**src/rtl/dmem_arb_pkg.sv**
```systemverilog
`default_nettype none
// ============================================================================
// Module  : dmem_arb_pkg
// Brief   : Shared types and default sizes for the data-memory arbiter.
// Revision: 1.0
// ============================================================================
package dmem_arb_pkg;

    localparam int c_DEF_ADDR_W       = 32;
    localparam int c_DEF_DATA_W       = 32;
    localparam int c_DEF_STARVE_LIMIT = 4;
    localparam int c_STARVE_CW        = 4;

    typedef enum logic [1:0] {
        GNT_NONE = 2'b00,
        GNT_CPU  = 2'b01,
        GNT_HOST = 2'b10
    } gnt_e;

endpackage : dmem_arb_pkg
`default_nettype wire

```
**src/rtl/dmem_arbiter_if.sv**
```systemverilog
`default_nettype none
// ============================================================================
// Module  : dmem_arbiter_if
// Brief   : CPU, host and dmem bus signals of the data-memory arbiter.
// Revision: 1.0
// ============================================================================
interface dmem_arbiter_if #(
    parameter int ADDR_W = 32,
    parameter int DATA_W = 32
);
    logic              cpu_req;
    logic              cpu_we;
    logic [ADDR_W-1:0] cpu_addr;
    logic [DATA_W-1:0] cpu_wdata;
    logic [DATA_W-1:0] cpu_rdata;
    logic              cpu_stall;

    logic              host_req;
    logic              host_we;
    logic [ADDR_W-1:0] host_addr;
    logic [DATA_W-1:0] host_wdata;
    logic [DATA_W-1:0] host_rdata;
    logic              host_ack;

    logic              mem_we;
    logic [ADDR_W-1:0] mem_addr;
    logic [DATA_W-1:0] mem_wdata;
    logic [DATA_W-1:0] mem_rdata;

    logic [1:0]        grant;
    logic [31:0]       stall_count;

    // Arbiter side
    modport slave (
        input  cpu_req, cpu_we, cpu_addr, cpu_wdata,
        input  host_req, host_we, host_addr, host_wdata,
        input  mem_rdata,
        output cpu_rdata, cpu_stall, host_rdata, host_ack,
        output mem_we, mem_addr, mem_wdata, grant, stall_count
    );

    // Requesters and memory side
    modport master (
        output cpu_req, cpu_we, cpu_addr, cpu_wdata,
        output host_req, host_we, host_addr, host_wdata,
        output mem_rdata,
        input  cpu_rdata, cpu_stall, host_rdata, host_ack,
        input  mem_we, mem_addr, mem_wdata, grant, stall_count
    );

endinterface : dmem_arbiter_if
`default_nettype wire

```
**src/rtl/arb_starve_ctr.sv**
```systemverilog
`default_nettype none
// ============================================================================
// Module  : arb_starve_ctr
// Brief   : Saturating count of cycles a host request lost; raises force at limit.
// Revision: 1.0
// ============================================================================
module arb_starve_ctr
    import dmem_arb_pkg::*;
#(
    parameter int STARVE_LIMIT = c_DEF_STARVE_LIMIT
) (
    input  wire logic clk,
    input  wire logic reset,
    input  wire logic i_host_req,
    input  wire logic i_host_gnt,
    output logic      o_force
);

    localparam logic [c_STARVE_CW-1:0] c_LIMIT = c_STARVE_CW'(STARVE_LIMIT);

    logic [c_STARVE_CW-1:0] r_cnt;

    always_ff @(posedge clk) begin
        if (reset) begin
            r_cnt <= '0;
        end else if (!i_host_req || i_host_gnt) begin
            r_cnt <= '0;
        end else if (r_cnt != c_LIMIT) begin
            r_cnt <= r_cnt + 1'b1;
        end
    end

    assign o_force = i_host_req & (r_cnt == c_LIMIT);

endmodule : arb_starve_ctr
`default_nettype wire

```
**src/rtl/dmem_arbiter.sv**
```systemverilog
`default_nettype none
// ============================================================================
// Module  : dmem_arbiter
// Brief   : CPU-priority arbiter for the dmem port with starvation-forced host
//           grants. Optional macro ARB_STATS_EN enables the CPU stall counter.
// Revision: 1.0
// ============================================================================
module dmem_arbiter
    import dmem_arb_pkg::*;
#(
    parameter int ADDR_W       = c_DEF_ADDR_W,
    parameter int DATA_W       = c_DEF_DATA_W,
    parameter int STARVE_LIMIT = c_DEF_STARVE_LIMIT
) (
    input  wire logic     clk,
    input  wire logic     reset,
    dmem_arbiter_if.slave bus
);

    logic              w_force;
    gnt_e              w_gnt;
    logic [DATA_W-1:0] r_host_rdata;
    logic              r_host_ack;
    gnt_e              r_grant;

    arb_starve_ctr #(
        .STARVE_LIMIT (STARVE_LIMIT)
    ) u_starve (
        .clk        (clk),
        .reset      (reset),
        .i_host_req (bus.host_req),
        .i_host_gnt (w_gnt == GNT_HOST),
        .o_force    (w_force)
    );

    // Nobody is granted during reset, which also keeps dmem writes off.
    always_comb begin
        w_gnt = GNT_NONE;
        if (!reset) begin
            if (w_force)           w_gnt = GNT_HOST;
            else if (bus.cpu_req)  w_gnt = GNT_CPU;
            else if (bus.host_req) w_gnt = GNT_HOST;
        end
    end

    always_comb begin
        bus.mem_we    = 1'b0;
        bus.mem_addr  = bus.cpu_addr;
        bus.mem_wdata = bus.cpu_wdata;
        case (w_gnt)
            GNT_CPU: begin
                bus.mem_we = bus.cpu_we;
            end
            GNT_HOST: begin
                bus.mem_we    = bus.host_we;
                bus.mem_addr  = bus.host_addr;
                bus.mem_wdata = bus.host_wdata;
            end
            default: ;
        endcase
    end

    assign bus.cpu_rdata = bus.mem_rdata;
    assign bus.cpu_stall = bus.cpu_req & (w_gnt != GNT_CPU) & ~reset;

    always_ff @(posedge clk) begin
        if (reset) begin
            r_host_ack   <= 1'b0;
            r_host_rdata <= '0;
            r_grant      <= GNT_NONE;
        end else begin
            r_grant    <= w_gnt;
            r_host_ack <= (w_gnt == GNT_HOST);
            if ((w_gnt == GNT_HOST) && !bus.host_we) begin
                r_host_rdata <= bus.mem_rdata;
            end
        end
    end

    assign bus.host_ack   = r_host_ack;
    assign bus.host_rdata = r_host_rdata;
    assign bus.grant      = r_grant;

`ifdef ARB_STATS_EN
    logic [31:0] r_stall_count;

    always_ff @(posedge clk) begin
        if (reset) begin
            r_stall_count <= '0;
        end else if (bus.cpu_stall && (r_stall_count != 32'hFFFF_FFFF)) begin
            r_stall_count <= r_stall_count + 32'd1;
        end
    end

    assign bus.stall_count = r_stall_count;
`else
    assign bus.stall_count = 32'd0;
`endif

endmodule : dmem_arbiter
`default_nettype wire

```
**src/flat_wrapper.sv**
```systemverilog
// flat-port wrapper written by rule: the top's interface ports become plain ports
module dmem_arbiter_flat import dmem_arb_pkg::*;
#(
    parameter int ADDR_W       = c_DEF_ADDR_W,
    parameter int DATA_W       = c_DEF_DATA_W,
    parameter int STARVE_LIMIT = c_DEF_STARVE_LIMIT
)
  (clk, reset, bus_cpu_req, bus_cpu_we, bus_cpu_addr, bus_cpu_wdata, bus_host_req, bus_host_we, bus_host_addr, bus_host_wdata, bus_mem_rdata, bus_cpu_rdata, bus_cpu_stall, bus_host_rdata, bus_host_ack, bus_mem_we, bus_mem_addr, bus_mem_wdata, bus_grant, bus_stall_count);
  dmem_arbiter_if #(.ADDR_W(ADDR_W), .DATA_W(DATA_W)) bus_i ();
  input  wire logic clk;
  input  wire logic reset;
  input wire logic [$bits(bus_i.cpu_req)-1:0] bus_cpu_req;
  input wire logic [$bits(bus_i.cpu_we)-1:0] bus_cpu_we;
  input wire logic [$bits(bus_i.cpu_addr)-1:0] bus_cpu_addr;
  input wire logic [$bits(bus_i.cpu_wdata)-1:0] bus_cpu_wdata;
  input wire logic [$bits(bus_i.host_req)-1:0] bus_host_req;
  input wire logic [$bits(bus_i.host_we)-1:0] bus_host_we;
  input wire logic [$bits(bus_i.host_addr)-1:0] bus_host_addr;
  input wire logic [$bits(bus_i.host_wdata)-1:0] bus_host_wdata;
  input wire logic [$bits(bus_i.mem_rdata)-1:0] bus_mem_rdata;
  output wire logic [$bits(bus_i.cpu_rdata)-1:0] bus_cpu_rdata;
  output wire logic [$bits(bus_i.cpu_stall)-1:0] bus_cpu_stall;
  output wire logic [$bits(bus_i.host_rdata)-1:0] bus_host_rdata;
  output wire logic [$bits(bus_i.host_ack)-1:0] bus_host_ack;
  output wire logic [$bits(bus_i.mem_we)-1:0] bus_mem_we;
  output wire logic [$bits(bus_i.mem_addr)-1:0] bus_mem_addr;
  output wire logic [$bits(bus_i.mem_wdata)-1:0] bus_mem_wdata;
  output wire logic [$bits(bus_i.grant)-1:0] bus_grant;
  output wire logic [$bits(bus_i.stall_count)-1:0] bus_stall_count;
  assign bus_i.cpu_req = bus_cpu_req;
  assign bus_i.cpu_we = bus_cpu_we;
  assign bus_i.cpu_addr = bus_cpu_addr;
  assign bus_i.cpu_wdata = bus_cpu_wdata;
  assign bus_i.host_req = bus_host_req;
  assign bus_i.host_we = bus_host_we;
  assign bus_i.host_addr = bus_host_addr;
  assign bus_i.host_wdata = bus_host_wdata;
  assign bus_i.mem_rdata = bus_mem_rdata;
  assign bus_cpu_rdata = bus_i.cpu_rdata;
  assign bus_cpu_stall = bus_i.cpu_stall;
  assign bus_host_rdata = bus_i.host_rdata;
  assign bus_host_ack = bus_i.host_ack;
  assign bus_mem_we = bus_i.mem_we;
  assign bus_mem_addr = bus_i.mem_addr;
  assign bus_mem_wdata = bus_i.mem_wdata;
  assign bus_grant = bus_i.grant;
  assign bus_stall_count = bus_i.stall_count;
  dmem_arbiter #(.ADDR_W(ADDR_W), .DATA_W(DATA_W), .STARVE_LIMIT(STARVE_LIMIT)) u_core (.clk(clk), .reset(reset), .bus(bus_i));
endmodule
```
**config.mk**
```make
export PLATFORM = sky130hd
export DESIGN_NAME = dmem_arbiter_flat
export DESIGN_NICKNAME = d
export VERILOG_FILES = /design/src/rtl/dmem_arb_pkg.sv /design/src/rtl/dmem_arbiter_if.sv /design/src/rtl/arb_starve_ctr.sv /design/src/rtl/dmem_arbiter.sv /design/src/flat_wrapper.sv
export SDC_FILE = /design/constraint.sdc
export NUM_CORES = 1
export LEC_CHECK = 0
export BUFFER_PORTS_ARGS = -buffer_cell sky130_fd_sc_hd__buf_2
export CORE_AREA = 2 2 127 129
export CTS_CLUSTER_SIZE = 20
export DETAILED_ROUTE_END_ITERATION = 12
export DIE_AREA = 0 0 129 131
export PLACE_DENSITY_LB_ADDON = 0.05
export SLEW_MARGIN = 20
export SYNTH_ARGS = -nofsm -noshare
export SYNTH_HDL_FRONTEND = slang
export SYNTH_HIERARCHICAL = 1
export SYNTH_SLANG_ARGS = --single-unit
```
**constraint.sdc**
```tcl
create_clock -name clk -period 4.9 [get_ports clk]
set_clock_uncertainty 0.2 [all_clocks]
set_input_delay 0 -clock clk [delete_from_list [all_inputs] [get_ports clk]]
set_output_delay 0 -clock clk [all_outputs]
set_load 0.005 [all_outputs]
```
# After elaboration in Yosys (flattened, before gate mapping)
# Index checks and enable logic that the tools add are counted.
[op_classes] addsub=1 mul=0 div_mod_pow=0 n_lt_le_gt_ge=0 n_eq_ne=5 shifts=0 n_mux=7 bitwise=4 reduce_logical=5
[ops] operator="two-way mux 32 bit" count=2
[ops] operator="two-way mux 2 bit" count=4
[ops] operator="adder 4 x 1 -> 4 bit (second input constant)" count=1
[ops] operator="== test 4 x 3 -> 1 bit (second input constant)" count=1
[ops] operator="inequality test 4 x 3 -> 1 bit (second input constant)" count=1
[ops] operator="bitwise AND 1 bit" count=3
[ops] operator="== test 2 x 1 -> 1 bit (second input constant)" count=1
[ops] operator="== test 2 bit (second input constant)" count=1
[ops] operator="logical NOT 1 bit" count=2
[ops] operator="inequality test 2 x 1 -> 1 bit (second input constant)" count=1
[ops] operator="case mux 1 bit (2 select lines)" count=1
[ops] operator="OR reduction 2 bit" count=1
[ops] operator="logical AND 1 bit" count=1
[ops] operator="logical OR 1 bit" count=1
[ops] operator="inverter 1 bit" count=1
[word_totals] regBits=39 latchBits=0 ramBits=0 mem_bits_ro=0 in_bits=166 out_inout_bits=165 elab_cells=26 n_memories=0

# Logic depth before layout (Yosys ltp)
# Gate-level depths: netlist (run 1).
[logic_depth] depth_word=7 mapped_depth=11 ltp_nobuf=8

# Modules after synthesis
# Netlist (run 1), hierarchy kept.
[modules_own_cells] mod="dmem_arbiter" n_inst=1 cells_each=299 area_each_um2=3161.8 seq_area_each_um2=700.7
[modules_own_cells] mod="arb_starve_ctr" n_inst=1 cells_each=25 area_each_um2=214.0 seq_area_each_um2=80.1

# Least setup slack after synthesis (run 1)
# Ideal clock, no wire load.
[synth_timing] path_kind="flip-flop to output port" start="register u_core.u_starve.r_cnt[0]" end="output port bus_mem_addr[0]" t_arrival_ns=2.095 required_time_ns=4.700 setup_slack_ns=2.605 path_stages_with_launch=11 path_buffers=3 path_cell_list="dfxtp_1 -> inv_1 -> ha_1 -> nand3b_1 -> nor2_1 -> or2_2 -> ha_1 -> buf_6 -> buf_12 -> buf_12 -> mux2_4"
[synth_via] elab_chain_cells=6
[synth_lines] item="start, declared" line_no="arb_starve_ctr.sv:21" rtl="logic [c_STARVE_CW-1:0] r_cnt;"
[synth_lines] item="start signal, assigned" line_no="arb_starve_ctr.sv:29" rtl="r_cnt <= r_cnt + 1'b1;"
[synth_lines] item="== test 4 x 3 -> 1 bit" line_no="arb_starve_ctr.sv:33" rtl="assign o_force = i_host_req & (r_cnt == c_LIMIT);"
[synth_lines] item="bitwise AND 1 bit" line_no="arb_starve_ctr.sv:33"
[synth_lines] item="named net u_core.w_force" line_no="dmem_arbiter.sv:20" rtl="logic w_force;"
[synth_lines] item="two-way mux 2 bit" line_no="dmem_arbiter.sv:40" rtl="if (w_force) w_gnt = GNT_HOST;"
[synth_lines] item="two-way mux 2 bit" line_no="dmem_arbiter.sv:39" rtl="if (!reset) begin"
[synth_lines] item="== test 2 bit" line_no="dmem_arbiter.sv:50" rtl="case (w_gnt)"
[synth_lines] item="two-way mux 32 bit" line_no="dmem_arbiter.sv:50"
[synth_lines] item="end, declared" line_no="flat_wrapper.sv:26" rtl="output wire logic [$bits(bus_i.mem_addr)-1:0] bus_mem_addr;"
# The timed path passes the listed nets, and every way through them passes these cells.

# Final worst setup path (run 1)
[layout_timing] start="register u_core.u_starve.r_cnt[0]" end="output port bus_mem_addr[31]"
[layout_via] elab_chain_cells=6
[layout_lines] item="== test 4 x 3 -> 1 bit" line_no="arb_starve_ctr.sv:33"
[layout_lines] item="bitwise AND 1 bit" line_no="arb_starve_ctr.sv:33"
[layout_lines] item="named net u_core.w_force" line_no="dmem_arbiter.sv:20"
[layout_lines] item="two-way mux 2 bit" line_no="dmem_arbiter.sv:40"
[layout_lines] item="two-way mux 2 bit" line_no="dmem_arbiter.sv:39"
[layout_lines] item="named net u_core.w_gnt[1]" line_no="dmem_arbiter.sv:21" rtl="gnt_e w_gnt;"
[layout_lines] item="== test 2 bit" line_no="dmem_arbiter.sv:50"
[layout_lines] item="two-way mux 32 bit" line_no="dmem_arbiter.sv:50"
# The timed path passes the listed nets, and every way through them passes these cells.

==> results.toml, run 1 <==
[outcome]
status = "finished, final reports clean"

[timing]
maxSlewViolCount = 0
setup_violations = 0
final_hold_viol_count = 0
setup_tns_ns = 0
hold_ws_ns = 0.0934
relSlewSlack_pct = 43.3
fmax_mhz = 287
grt_setup_unrepaired = "false"
period_minus_slack_ns = 3.48
tightest_slew_ns = 0.851
fin_crit_sh_pct = 71.1
worst_slack_ns = 1.42

[final_layout]
fin_nets = 780
post-route-util_pct = 32.9
synthToLayoutAreaGrowth_pct = 52.2
layoutNonFillerInstCount = 827
drive_above_1_share_pct = 62.2
n_antenna_cell = 0

[power_and_ir_drop]
clkPwrFrac_pct = 38.7
power_leakage_nw = 2.61
peakVddDrop_uv = 117
p_sw_share_pct = 25.0
power_frac_comb_pct = 28.7
seqPwrFrac_pct = 32.6
p_switching_mw = 0.251
powerDensity_nw_per_um2 = 196
p_int_mw = 0.753

[global_routing]
antenna_found_initial = 0
met3_usage_pct = 3.75
grt_max_degree = 70
track_usage_pct = 13.2
grt_pass1_vias = 2995
use_met1_pct = 14.8
busiest_layer = "met2"
grt-ovfl-total = 0
met2_usage_pct = 24.7
grt_pass1_wl_um = 16900

[flow_run]
max_cap_violations = 0

[worst_setup_path]
worst-r2r-setup-slack_ns = 1.93
ff2ff_path_depth = 9
cp-end-kind = "output pin"
path_class = "reg -> out"
critical_path.max_fanout = 69
cp_data_required_time_ns = 4.70
path_cells = "inv_1 > ha_1 > nand3b_1 > nor2_1 > o21ba_2 > ha_4 > buf_6 > mux2_2 > buf_2"
arrival_ns = 3.28
cp-start-kind = "register"
reg2reg_from = "u_core/u_starve/r_cnt[0]"
r2r-end = "u_core/bus.host_rdata[13]"
critPathBufInv = 3
crit_path_max_incr_delay_ns = 0.70
cpMaxStageDelayCell = "buf_6"
path_delay_family = "buffers and inverters"

[cts]
ctsResizeCount = 0
cts_sinks = 39
htreeDepth = 2
postCtsSetupRepairBufs = 0
clkLatencyLatePin_ns = 0.28
cts_tree = "built"
clk_path_buf_depth = 2
root_buffer = "clkbuf_16"
path_clk_slew_ns = 0.06
numCtsBuffers = 5

[die]
core_area_sq_um = 15600
start_util_pct = 21.6
chipHeight_um = 131
die_w_um = 129
ioPinCount = 331
rows = 46
dieArea_sq_um = 16900

[logic_synthesis]
ys_top_cells_by_count = "buf_4 (64), mux2_4 (58), dfxtp_1 (39), nand2b_1 (32), nand4bb_1 (32)"
netlist_instances = 324
seq_area_frac_synth_pct = 23.1
yosysTopAreaCell = "mux2_4"
synth_area_leaders = "mux2_4 (26%), dfxtp_1 (23%), buf_4 (14%)"
avgSynthCellArea_sq_um = 10.4
synth_top_area_share_pct = 25.8
synth_most_common_cell = "buf_4"
ys_types = 32
netlist_area_sq_um = 3380
async_reset_ff_share_pct = 0
ys_warn_count = 6
ys_ff_latch = 39
synth_edf_count = 0
synthFlopType = "dfxtp_1"

[hold_path]
hold_start = "bus_host_wdata[15]"
hold_path.class = "in -> out"
min_to = "bus_mem_wdata[15]"
min_delay_path_depth = 3

[placed_design]
io_buffers = 298
routabilityCongestion = 0.691
dp_cells = 783
place_hpwl_um = 10100
dp_slack_ns = 1.47

[routing]
first_pass_iters = 4
viasPerCell = 3.97
drt-total-wl_um = 13000
vias = 3280
drc = 0
drtIter0Drc = 91
final_antenna_net_count = 0
drt-wirelength-per-cell_um = 15.7
==> state kept, by name (all words and copies together), names as in the netlist <==
signal / count
u_core/bus.grant: 2
u_core/bus.host_ack: 1
u_core/bus.host_rdata: 32
u_core/u_starve/r_cnt: 4
==> metrics by stage <==
stage | power, mW | area (sq um)
floorplan | 0.499 | 3490
global placement | 0.604 | 4600
detailed placement | 0.604 | 4600
CTS | 1.02 | 5130
global route | 1.06 | 5140
finish | 1.00 | 5140
==> layout by cell type, fill, tap and decap left out, types with 2 or more instances in the layout <==
master	instances
conb_1	32
o21ai_1	20
buf_2	298
dfxtp_1	39
nor2_1	10
clkbuf_16	5
inv_1	4
nand4bb_1	32
mux2_4	58
ha_1	3
o21ai_0	12
nand2b_1	32
nor2b_1	2
mux2i_1	2
mux2_2	6
o21ba_2	2
dlygate4sd3_1	36
==> per-layer routing <==
metal	part of all wire (%)	routed length, um
met5	0	0
met4	1.1	144
met2	53	6840
met3	8.1	1060
met1	38	4930
==> layout make-up <==
type | instances | area (sq um)
clock buffer | 6 | 139
fill | 1645 | 10500
timing repair buffer | 336 | 1870
sequential | 39 | 781
clock inverter | 2 | 35.0
multi-input combinational | 224 | 2030
tap | 216 | 270
inverter | 4 | 15.0
==> power groups by stage <==
stage                     clock network [mW]  logic (mW)  registers [mW]
after detailed placement                   0       0.269           0.334
after global routing                   0.416       0.313           0.328
after global placement                     0       0.270           0.334
after CTS                              0.404       0.293           0.327
after floorplan                            0       0.164           0.335
final                                  0.389       0.288           0.327
==> what timing repair did <==
item | 4_1_cts | 5_1_grt
hold endpoints to repair | 57 | 0
endpoints found under the setup margin | 0 | 0
hold buffers | 36 | 0
==> worst max path at each step <==
stage                             start                to  slack (ns)  depth (start not counted)
2_1_floorplan  u_core/u_starve/r_cnt[0]   bus_mem_addr[0]        2.60                         10
5_1_grt        u_core/u_starve/r_cnt[0]  bus_mem_addr[31]        1.23                          9
3_5_place_dp   u_core/u_starve/r_cnt[0]  bus_mem_addr[31]        1.47                          9
6_report       u_core/u_starve/r_cnt[0]  bus_mem_addr[31]        1.42                          9
4_1_cts        u_core/u_starve/r_cnt[0]  bus_mem_addr[31]        1.14                          9
3_3_place_gp   u_core/u_starve/r_cnt[0]  bus_mem_wdata[1]        1.54                          9
==> kinds of logic (layout without fill, tap and decap cells) <==
| family | count (synthesis) | count (layout) | synth area share, % |
|---|---|---|---|
| AOI/OAI and AO/OA | 37 | 37 | 5.93 |
| xor gates and xnor gates | 1 | 1 | 0.259 |
| other | 1 | 32 | 0.111 |
| muxes | 66 | 66 | 28.4 |
| DFF | 39 | 39 | 23.1 |
| adders and majority gates | 4 | 4 | 1.48 |
| and+or+nand+nor | 84 | 84 | 20.0 |
| buffers and inverters | 92 | 348 | 20.7 |
==> worst reg2reg max path, cell delays in order, from the launching register on <==
cell       delay, ns
dfxtp_1         0.34
inv_1           0.07
ha_1            0.18
nand3b_1        0.16
nor2_1          0.33
o21ba_2         0.24
ha_4            0.38
buf_6           0.71
nand4bb_1       0.19
o21ai_1         0.11
(Power assumes the default switching activity.)
==> run 2: changes to the inputs <==
--- a/config.mk
+++ b/config.mk
@@ -5,11 +5,12 @@
 export SDC_FILE = /design/constraint.sdc
 export NUM_CORES = 1
 export LEC_CHECK = 0
+export ABC_AREA = 1
 export BUFFER_PORTS_ARGS = -buffer_cell sky130_fd_sc_hd__buf_2
-export CORE_AREA = 2 2 127 129
+export CORE_AREA = 2 2 128 130
 export CTS_CLUSTER_SIZE = 20
 export DETAILED_ROUTE_END_ITERATION = 12
-export DIE_AREA = 0 0 129 131
+export DIE_AREA = 0 0 130 132
 export PLACE_DENSITY_LB_ADDON = 0.05
 export SLEW_MARGIN = 20
 export SYNTH_ARGS = -nofsm -noshare
==> constraint.sdc (replaced) <==
create_clock -name clk -period 2.85 [get_ports clk]
set_clock_uncertainty 0.2 [all_clocks]
set_input_delay 0 -clock clk [delete_from_list [all_inputs] [get_ports clk]]
set_output_delay 0 -clock clk [all_outputs]
set_load 0.005 [all_outputs]
==> results.toml, run 2 <==
[routing]
vias = 3947
viasPerCell = 3.79
route.met3.wl_um = 1120
drc = 0
final_antenna_net_count = 0
met1Wirelength_um = 4860
met2_wirelength_um = 6900
drt-wirelength-per-cell_um = 12.7
first_pass_iters = 4
drt-total-wl_um = 13300
drtIter0Drc = 123
topRoutingLayerUsed = "met4"

[global_routing]
grt_pass1_vias = 3713
grt-ovfl-total = 0
grt_pass1_wl_um = 19400
track_usage_pct = 14.3
antenna_found_initial = 0
grt_max_degree = 73

[final_layout]
layout_commonest_cell = "buf_2"
synthToLayoutAreaGrowth_pct = 57.9
fin_nets = 995
drive_above_1_share_pct = 40.8
regArea_sq_um = 781
n_antenna_cell = 0
largest_reg_flops = 32
multi_input_area_sq_um = 1690
final_cell_mix = "buf_2 (298), nand2_1 (238), nor2_1 (66), inv_1 (45), dfxtp_1 (39)"
fillers = 1814

[worst_setup_path]
crit_path_max_incr_delay_ns = 0.41
cpMaxStageDelayCell = "dfxtp_1"
critical_path.max_fanout = 65
cp-start-kind = "register"
cp_data_required_time_ns = 2.65
reg2reg_from = "u_core/u_starve/r_cnt[0]"
arrival_ns = 2.41
path_class = "reg -> out"
startpoint = "u_core/u_starve/r_cnt[0]"
cp-end-kind = "output pin"
path_cells = "inv_1 > ha_1 > nand3_4 > nor2_2 > nor3_2 > inv_1 > ha_4 > inv_4 > buf_16 > nand2_1 > nand2_1 > buf_2"

[die]
start_util_pct = 20.3
die_w_um = 130
core_area_sq_um = 15700
dieArea_sq_um = 17200
chipHeight_um = 132
ioPinCount = 331
rows = 46

[logic_synthesis]
async_reset_ff_share_pct = 0
synth_edf_count = 0
synthFlopType = "dfxtp_1"
avgSynthCellArea_sq_um = 5.94
yosysTopAreaCell = "nand2_1"
synth_top_area_share_pct = 28.0
ys_warn_count = 6
ys_types = 21
netlist_area_sq_um = 3190
seq_area_frac_synth_pct = 24.5
netlist_instances = 537
synth_area_leaders = "nand2_1 (28%), dfxtp_1 (24%), buf_4 (17%)"
ys_top_cells_by_count = "nand2_1 (238), buf_4 (74), nor2_1 (67), inv_1 (45), dfxtp_1 (39)"
synth_most_common_cell = "nand2_1"
ys_ff_latch = 39

[timing]
period_minus_slack_ns = 2.61
tightest_slew_ns = 0.682
fmax_mhz = 383
final_hold_viol_count = 0
setup_violations = 0
fin_crit_sh_pct = 91.7
relSlewSlack_pct = 54.5
setup_tns_ns = 0
maxSlewViolCount = 0
worst_slack_ns = 0.237
grt_setup_unrepaired = "false"

[placed_design]
place_hpwl_um = 10300
routabilityCongestion = 0.831
dp_slack_ns = 0.328
io_buffers = 298

[flow_run]
max_cap_violations = 0

[cts]
numCtsBuffers = 5
root_buffer = "clkbuf_16"
path_clk_slew_ns = 0.05
cts_tree = "built"
htreeDepth = 2
clkLatencyLatePin_ns = 0.28
cts_sinks = 39
clk_path_buf_depth = 2
postCtsSetupRepairBufs = 0

[power_and_ir_drop]
power_leakage_nw = 3.02
peakVddDrop_uv = 192
powerDensity_nw_per_um2 = 324

[outcome]
status = "finished, final reports clean"

[hold_path]
hold_path.class = "in -> out"
hold_start = "bus_cpu_addr[12]"
==> run 2: cell types whose count changed in the layout (fill, tap and decap cells not counted), sizes merged, moves of 33 or more <==
cell    delta
inv       +43
mux2      -64
nand2    +237
nand2b    -33
nand3     +33
nor2      +65
==> run 2: final timing paths <==
| check | endpoint | slack, ns | cells after the start |
|---|---|---|---|
| max reg2reg | u_core/bus.host_rdata[20] | 0.40 | 11 |
| max | bus_mem_addr[30] | 0.24 | 12 |
| min reg2reg | u_core/bus.host_rdata[18] | 0.27 | 2 |
| min | bus_mem_addr[12] | 0.06 | 4 |
==> run 2: per-layer routing <==
| metal | up-vias | global-route usage, % |
|---|---|---|
| met4 | 0 | 5.26 |
| li1 | 2066 | - |
| met2 | 187 | 26.1 |
| met5 | - | 0 |
| met3 | 19 | 4.71 |
| met1 | 1675 | 15.1 |
==> run 2: critical path: cells and delay by family (launching register included) <==
family	cells	cell delay (ns)
fa+ha+maj	2	0.46
buf+inv	5	0.65
flops	1	0.41
simple gates	5	0.55
==> run 2: report_power, final <==
part           switching, mW  total (mW)  internal, mW
combinational          0.248       0.498         0.250
sequential           0.00943       0.573         0.563
clock                  0.217       0.558         0.342
total                  0.474        1.63          1.15
==> run 2: logic make-up after synthesis <==
family                     share of synthesized area [%]
buffers and inverters                               26.8
other                                              0.118
AOI/OAI and AO/OA                                  0.471
and+or+nand+nor                                     46.5
adders and majority gates                           1.57
DFF                                                 24.5
==> run 2: layout make-up <==
cell class,count,share of cell area [%]
flip-flops and latches,39,15.5
repair buffers,341,39.1
multi-input cells,391,33.6
inverters,47,3.55
well taps,216,5.37
clock buffers,6,2.76
clock inverters,1,0.0994
==> run 2: per-stage QoR <==
stage	utilization [%]	instance area (sq um)	cells	hold WS, ns	total power, mW
2_1_floorplan	-	3300	568	-0.164	0.842
3_5_place_dp	28.4	4460	995	-0.0195	1.04
4_1_cts	31.7	4980	1040	0.0596	1.66
6_report	32.0	5030	1041	0.0597	1.63
5_1_grt	32.0	5030	1041	0.0747	1.75
3_3_place_gp	28.4	4460	995	-0.0159	1.04
==> run 2: what timing repair did <==
| item | in CTS | in global routing |
|---|---|---|
| hold buffers | 38 | 0 |
| endpoints found under the setup margin | 0 | 59 |
| gates resized for setup | 0 | 5 |
| hold endpoints to repair | 65 | 0 |
